==> src/rtl/rib_timer.sv <==
// rib_timer: memory-mapped 32-bit timer on the RIB bus.
// Registers: CTRL (0x00), COUNT (0x04), CMP (0x08), STATUS (0x0C).
// The prescaler produces a tick once every PRE+1 enabled cycles. Each tick
// increments COUNT. A compare match sets the PEND flag and, in auto-reload
// mode, returns COUNT to zero.
// Bus handshake: there is no backpressure. A write commits on every rising
// clk edge that sees we=1. Reads are combinational from wraddr and return
// the value the registers held before any write on the same edge.
module rib_timer #(
  parameter int          PRE_W   = 8,
  parameter logic [31:0] CMP_RST = 32'hFFFF_FFFF
) (
  input  logic        clk,
  input  logic        rst,
  input  logic [31:0] wraddr,
  input  logic [31:0] wdata,
  input  logic        we,
  output logic [31:0] rdata,
  output logic        int_sig
);

  localparam logic [5:0]       OFF_CTRL   = 6'h00;
  localparam logic [5:0]       OFF_COUNT  = 6'h01;
  localparam logic [5:0]       OFF_CMP    = 6'h02;
  localparam logic [5:0]       OFF_STATUS = 6'h03;
  localparam logic [PRE_W-1:0] PCNT_ONE   = PRE_W'(1);

  logic             ctrl_en;
  logic             ctrl_ie;
  logic             ctrl_ar;
  logic [PRE_W-1:0] ctrl_pre;
  logic [31:0]      count;
  logic [31:0]      cmp;
  logic             pend;
  logic [PRE_W-1:0] pcnt;

  logic [5:0] off;
  logic       wr_ctrl;
  logic       wr_count;
  logic       wr_cmp;
  logic       wr_status;
  logic       tick;
  logic       match;
  logic       unused_addr_bits;

  // Only word offsets within the low byte are decoded.
  assign off              = wraddr[7:2];
  assign unused_addr_bits = &{1'b0, wraddr[31:8], wraddr[1:0]};

  assign wr_ctrl   = we && (off == OFF_CTRL);
  assign wr_count  = we && (off == OFF_COUNT);
  assign wr_cmp    = we && (off == OFF_CMP);
  assign wr_status = we && (off == OFF_STATUS);

  // A tick uses the currently registered EN/PRE. A CTRL write in the same
  // cycle affects only later ticks.
  assign tick  = ctrl_en && (pcnt == ctrl_pre);
  assign match = tick && (count == cmp);

  // The interrupt is formed from registered state only.
  assign int_sig = pend & ctrl_ie;

  // Control register. A CTRL write also restarts the prescaler phase.
  always_ff @(posedge clk or negedge rst) begin
    if (!rst) begin
      ctrl_en  <= 1'b0;
      ctrl_ie  <= 1'b0;
      ctrl_ar  <= 1'b0;
      ctrl_pre <= '0;
    end else if (wr_ctrl) begin
      ctrl_en  <= wdata[0];
      ctrl_ie  <= wdata[1];
      ctrl_ar  <= wdata[2];
      ctrl_pre <= wdata[8 +: PRE_W];
    end
  end

  // Prescaler: counts enabled cycles and wraps after reaching PRE. A CTRL
  // write forces it back to zero so a new divisor starts from a clean phase.
  always_ff @(posedge clk or negedge rst) begin
    if (!rst) begin
      pcnt <= '0;
    end else if (wr_ctrl) begin
      pcnt <= '0;
    end else if (ctrl_en) begin
      if (tick) begin
        pcnt <= '0;
      end else begin
        pcnt <= pcnt + PCNT_ONE;
      end
    end
  end

  // Main counter. A bus write overrides the tick's increment.
  always_ff @(posedge clk or negedge rst) begin
    if (!rst) begin
      count <= '0;
    end else if (wr_count) begin
      count <= wdata;
    end else if (tick) begin
      if (match && ctrl_ar) begin
        count <= '0;
      end else begin
        count <= count + 32'd1;
      end
    end
  end

  // Compare register. A new value is seen by the match logic from the next cycle.
  always_ff @(posedge clk or negedge rst) begin
    if (!rst) begin
      cmp <= CMP_RST;
    end else if (wr_cmp) begin
      cmp <= wdata;
    end
  end

  // Pending flag. Setting on a match takes priority over a W1C clear.
  always_ff @(posedge clk or negedge rst) begin
    if (!rst) begin
      pend <= 1'b0;
    end else if (match) begin
      pend <= 1'b1;
    end else if (wr_status && wdata[0]) begin
      pend <= 1'b0;
    end
  end

  // Combinational read mux. Unmapped offsets and undefined bits read as zero.
  always_comb begin
    rdata = '0;
    case (off)
      OFF_CTRL: begin
        rdata[0]          = ctrl_en;
        rdata[1]          = ctrl_ie;
        rdata[2]          = ctrl_ar;
        rdata[8 +: PRE_W] = ctrl_pre;
      end
      OFF_COUNT:  rdata = count;
      OFF_CMP:    rdata = cmp;
      OFF_STATUS: rdata[0] = pend;
      default:    rdata = '0;
    endcase
  end

endmodule

==> config.mk <==
export PLATFORM = sky130hd
export DESIGN_NAME = rib_timer
export DESIGN_NICKNAME = d
export VERILOG_FILES = /design/src/rtl/rib_timer.sv
export SDC_FILE = /design/constraint.sdc
export NUM_CORES = 1
export LEC_CHECK = 0
export CORE_MARGIN = 1
export CORE_UTILIZATION = 53
export CTS_BUF_LIST = sky130_fd_sc_hd__clkbuf_16
export CTS_CLUSTER_DIAMETER = 200
export DETAILED_ROUTE_END_ITERATION = 8
export GPL_TIMING_DRIVEN = 0
export HOLD_SLACK_MARGIN = 0.15
export PLACE_DENSITY = 0.92
export SETUP_SLACK_MARGIN = 0.3
export SLEW_MARGIN = 20
export SYNTH_ARGS = -nofsm -noshare
export SYNTH_HDL_FRONTEND = slang
export SYNTH_SLANG_ARGS = --single-unit
==> constraint.sdc <==
create_clock -name clk -period 4.05 [get_ports clk]
set_input_delay 1.215 -clock clk [delete_from_list [all_inputs] [get_ports clk]]
set_output_delay 1.215 -clock clk [all_outputs]
set_load 0.05 [all_outputs]
After elaboration in Yosys (flattened, before gate mapping)
Index checks and enable logic that the tools add are counted.

Output and inout bits: 33. Word-level logic and storage cells: 41. Bits in registers: 84.

Add/subtract/negate cells: 2. Reductions and logical operators: 12. Mux-type cells: 13. Bitwise logic cells: 1. Eq/ne operators: 5.

Operators by type and width (count): two-way mux 32 bit (3); adder 32 x 1 -> 32 bit, second input constant (1); equality test 32 bit (1); one-hot mux 16 bit (2 select lines) (1); two-way mux 8 bit (3); one-hot mux 8 bit (3 select lines) (1); equality test 6 x 2 -> 1 bit, second input constant (2); one-hot mux 5 bit (2 select lines) (1); adder 8 x 1 -> 8 bit, second input constant (1); equality test 8 bit (1); logical AND 1 bit (8); equality test 6 x 1 -> 1 bit, second input constant (1); zero test 6 bit (1); one-hot mux 2 bit (3 select lines) (1); nonzero test 2 bit (3); one-hot mux 1 bit (4 select lines) (1); two-way mux 1 bit (2); bitwise AND 1 bit (1).

Longest topological paths before layout
Word-level depth: 7. Depth in mapped cells: 9. Gate-level depth less buffers: 7.

Worst setup path before layout
Ideal clock, no wire load.

Path type: input to output. From: in wraddr[7]. To: out rdata[16]. Data arrival time: 2.932 ns. Cell stages on the path: 7. Path slack: -0.097 ns. Buffers on the path: 2. Cells stage by stage: or4_1 buf_2 inv_1 nand2_1 nor2_1 clkbuf_1 a22o_1.

Word-level cells in the longest chain between the ends: 2. Elaborated cells on any way between the ends: 3. Classes of those cells: eq/ne (2); mux (1).

Ends and longest elaborated chain: start: declaration (line 15) `input logic [31:0] wraddr,`; equality test 6 x 2 -> 1 bit / equality test 6 x 1 -> 1 bit (equally long branches) (line 132) `case (off)`; one-hot mux 16 bit (2 select lines) * (line 132); end: declaration (line 18) `output logic [31:0] rdata,`.

Mark *: on every way between the ends. The rest lies on a longest branch, timed or not.

Worst setup path after layout
From: in wraddr[4]. To: out rdata[6].

Word-level cells in the longest chain between the ends: 2. Elaborated cells on any way between the ends: 3. Classes of those cells: eq/ne (2); mux (1).

Ends and longest elaborated chain (line): equality test 6 x 2 -> 1 bit / equality test 6 x 1 -> 1 bit (equally long branches) (132); one-hot mux 5 bit (2 select lines) * (132).

Marked as above.

==> flow_summary.toml <==
[yosys]
synth_top_family_by_area = "simple AND/OR/NAND/NOR gates"
synthMuxAreaShare = 0.114
synth_edf_count = 0
yosys_warnings = 0
synth_area_per_cell_um2 = 9.42
synthesis.area_mm2 = 0.00532
yosysSeqAreaShare = 0.403
yosys.cell_types.count = 49
yosys.area_share.simple = 0.192
ys_ff_latch = 84
synth-compound-area-share = 0.168
synthAdderAreaFrac = 0.00470
synthCells = 565
synth_ff_type = "dfrtp_1"
synth_nets = 634
synth-xor-area-share = 0.0757
async_flop_share = 1.00

[layout]
finalNonFillerCells = 796
utilization = 0.727
diodes = 0
area_growth_pct = 33.6
drive_above_1_share = 0.300
finalNetCount = 727
num-fill-cells = 698

[placed_design]
gp_congestion = 0.968
pre_cts_slack_ns = -1.07
dp_hpwl_um = 12300
numPortBuffers = 71
dp_cells = 770

[drt]
drt-wirelength-per-cell_um = 22.6
routed_wl_um = 18000
vias = 5261
via_per_inst = 6.61
first_pass_iters = 5
ant_nets = 0
dr.first_iter.drc_count = 568
drc = 0

[sta]
worstMarginPinSlew_ns = 0.759
finalCriticalPeriod_ns = 4.00
max_freq_mhz = 250
period_share = 0.987
relSlewSlack = 0.494
fin_worst_skew_ns = 0.00540
setup_ws_ns = 0.0518
setup_viol = 0
rsz0062_at_grt = "true"
tns_ns = 0
drv_slew = 0
hold_viol = 0

[clock_network]
clk_latency_ns = 0.34
hold_buffers = 0
h-tree-depth = 3
clk_pin_slew_ns = 0.06
cts-buffers-inserted = 9
cts_sinks = 84
cts_tree = "built"
clockBufferDepth = 2
root_buffer = "clkbuf_16"

[worst_hold_path]
min_path_type = "reg -> reg"
hold_depth = 1

[floorplan]
core_mm2 = 0.00977
fp-row-count = 36
initial_core_util = 0.544
die-area_mm2 = 0.0104
die_y_um = 102
io_pins = 100
fp.dieW_um = 102

[worst_setup_path]
end_kind = "primary output"
cp_cell_sequence = "buf_6 -> or4_4 -> buf_6 -> nor3b_4 -> buf_6 -> clkbuf_16 -> a22o_4 -> buf_8"
critPathBufInv = 5
crit_type = "in -> out"
max_stage_delay_ns = 0.52
reg2reg_slack_ns = 1.08
worst_ep_arrival_time_ns = 2.78
worstSetupStartpointType = "input port"
cp.depth = 8
crit_required_ns = 2.83
crit_path_top_delay_cell = "or4_4"
cpMostUsedCell = "buf_6"
critical_path.top_delay_family = "buffers and inverters"
cp_max_fo = 6
reg2reg_depth = 8

[global_route]
grt_pass1_wl_um = 27300
antenna_found_initial = 0
grt_pass1_vias = 5159
overflow = 0
grt_max_degree = 45
grtUsageTotal = 0.356

[pwr]
ir_worst_vdd_mv = 0.272
power_mw = 2.86
cellPowerDensity_mw_per_mm2 = 403
p_leak_nw = 2.80

[run]
maxCapViolations = 0

[run_status]
status = "finished clean"
layout make-up:
| class | instances | area, um2 | area share |
|---|---|---|---|
| inverters | 10 | 37.5 | 0.00528 |
| multi-input cells | 424 | 3180 | 0.447 |
| repair buffers | 82 | 966 | 0.136 |
| clock buffers | 9 | 225 | 0.0317 |
| flip-flops and latches | 84 | 2140 | 0.301 |
| clock inverters | 7 | 91.3 | 0.0128 |
| plain buffers | 47 | 302 | 0.0424 |
| well taps | 133 | 166 | 0.0234 |
cell families after synthesis:
| logic type | after synthesis |
|---|---|
| AOI/OAI and AO/OA | 130 |
| xor gates and xnor gates | 46 |
| adders and majority gates | 2 |
| buffers and inverters | 57 |
| DFF | 84 |
| muxes | 54 |
| and+or+nand+nor | 192 |
cell usage in the layout, fill, tap and decap left out, types with 19 or more instances in the layout:
cell type	instances
a21oi_1	22
nor3_1	19
clkdlybuf4s50_1	34
a22o_4	21
o21ai_0	31
nand3_1	21
buf_8	21
dfrtp_1	52
dfstp_2	32
xnor2_1	42
mux2_2	42
clkbuf_1	24
nand2_1	36
nor2_1	38
Yosys cell counts, types with 3 or more instances:
library cell,n,share of area
and4_1,8,0.013
o31ai_1,5,0.0071
a31oi_1,15,0.018
clkbuf_1,33,0.023
nand4_1,17,0.020
xor2_1,4,0.0066
o21ai_0,31,0.029
nor3_1,19,0.018
nor4_1,8,0.0094
a21oi_1,22,0.021
nor2_1,49,0.035
nand3b_1,7,0.0099
mux2_2,42,0.089
nand3_1,21,0.020
dfrtp_1,52,0.24
a41oi_1,4,0.0066
a22o_1,24,0.040
nand2_1,37,0.026
inv_1,10,0.0071
xnor2_1,42,0.069
a22oi_1,6,0.0085
dfstp_2,32,0.16
and3_1,5,0.0059
a31o_1,6,0.0099
and2_1,8,0.0094
mux2i_1,11,0.021
buf_2,9,0.0085
a32o_1,6,0.011
a31o_2,3,0.0049
buf_1,4,0.0028
layer usage:
layer	global-route usage	vias to the layer above	routed length [um]
met5	0	-	0
met4	0.251	0	1010
met3	0.0643	83	1450
met2	0.575	354	8580
met1	0.431	2557	6960
li1	-	2267	-
power breakdown:
part | internal (mW) | switching [mW]
clock | 0.537 | 0.359
combinational | 0.328 | 0.457
sequential | 1.01 | 0.175
total | 1.87 | 0.990
timing repair:
item,CTS,global route
setup endpoints to repair,32,32
endpoints found under the hold margin,0,0
cloned,2,2
resized for setup,259,19
setup buffers,3,3
pin swaps,4,3
final timing paths:
check                          start   endpoint
max                        wraddr[4]   rdata[6]
min                          ctrl_ie    ctrl_ie
max reg2reg                count[23]   count[2]
min reg2reg                  ctrl_ie    ctrl_ie
max in group asynchronous        rst    cmp[15]
min in group asynchronous        rst  count[25]
through the flow:
stage	hold slack, ns	instance area, um2
5_1_grt	0.558	7110
3_5_place_dp	0.527	6470
2_1_floorplan	0.480	5580
4_1_cts	0.544	7020
3_3_place_gp	0.511	6450
6_report	0.547	7110
sequential cells by signal, summed over array words and instances, names as in the netlist:
| name | count |
|---|---|
| pcnt | 8 |
| count | 32 |
| pend | 1 |
| cmp | 32 |
| ctrl_en | 1 |
| ctrl_pre | 8 |
| ctrl_ie | 1 |
| ctrl_ar | 1 |
No activity file was read; power rests on OpenSTA's default activity.
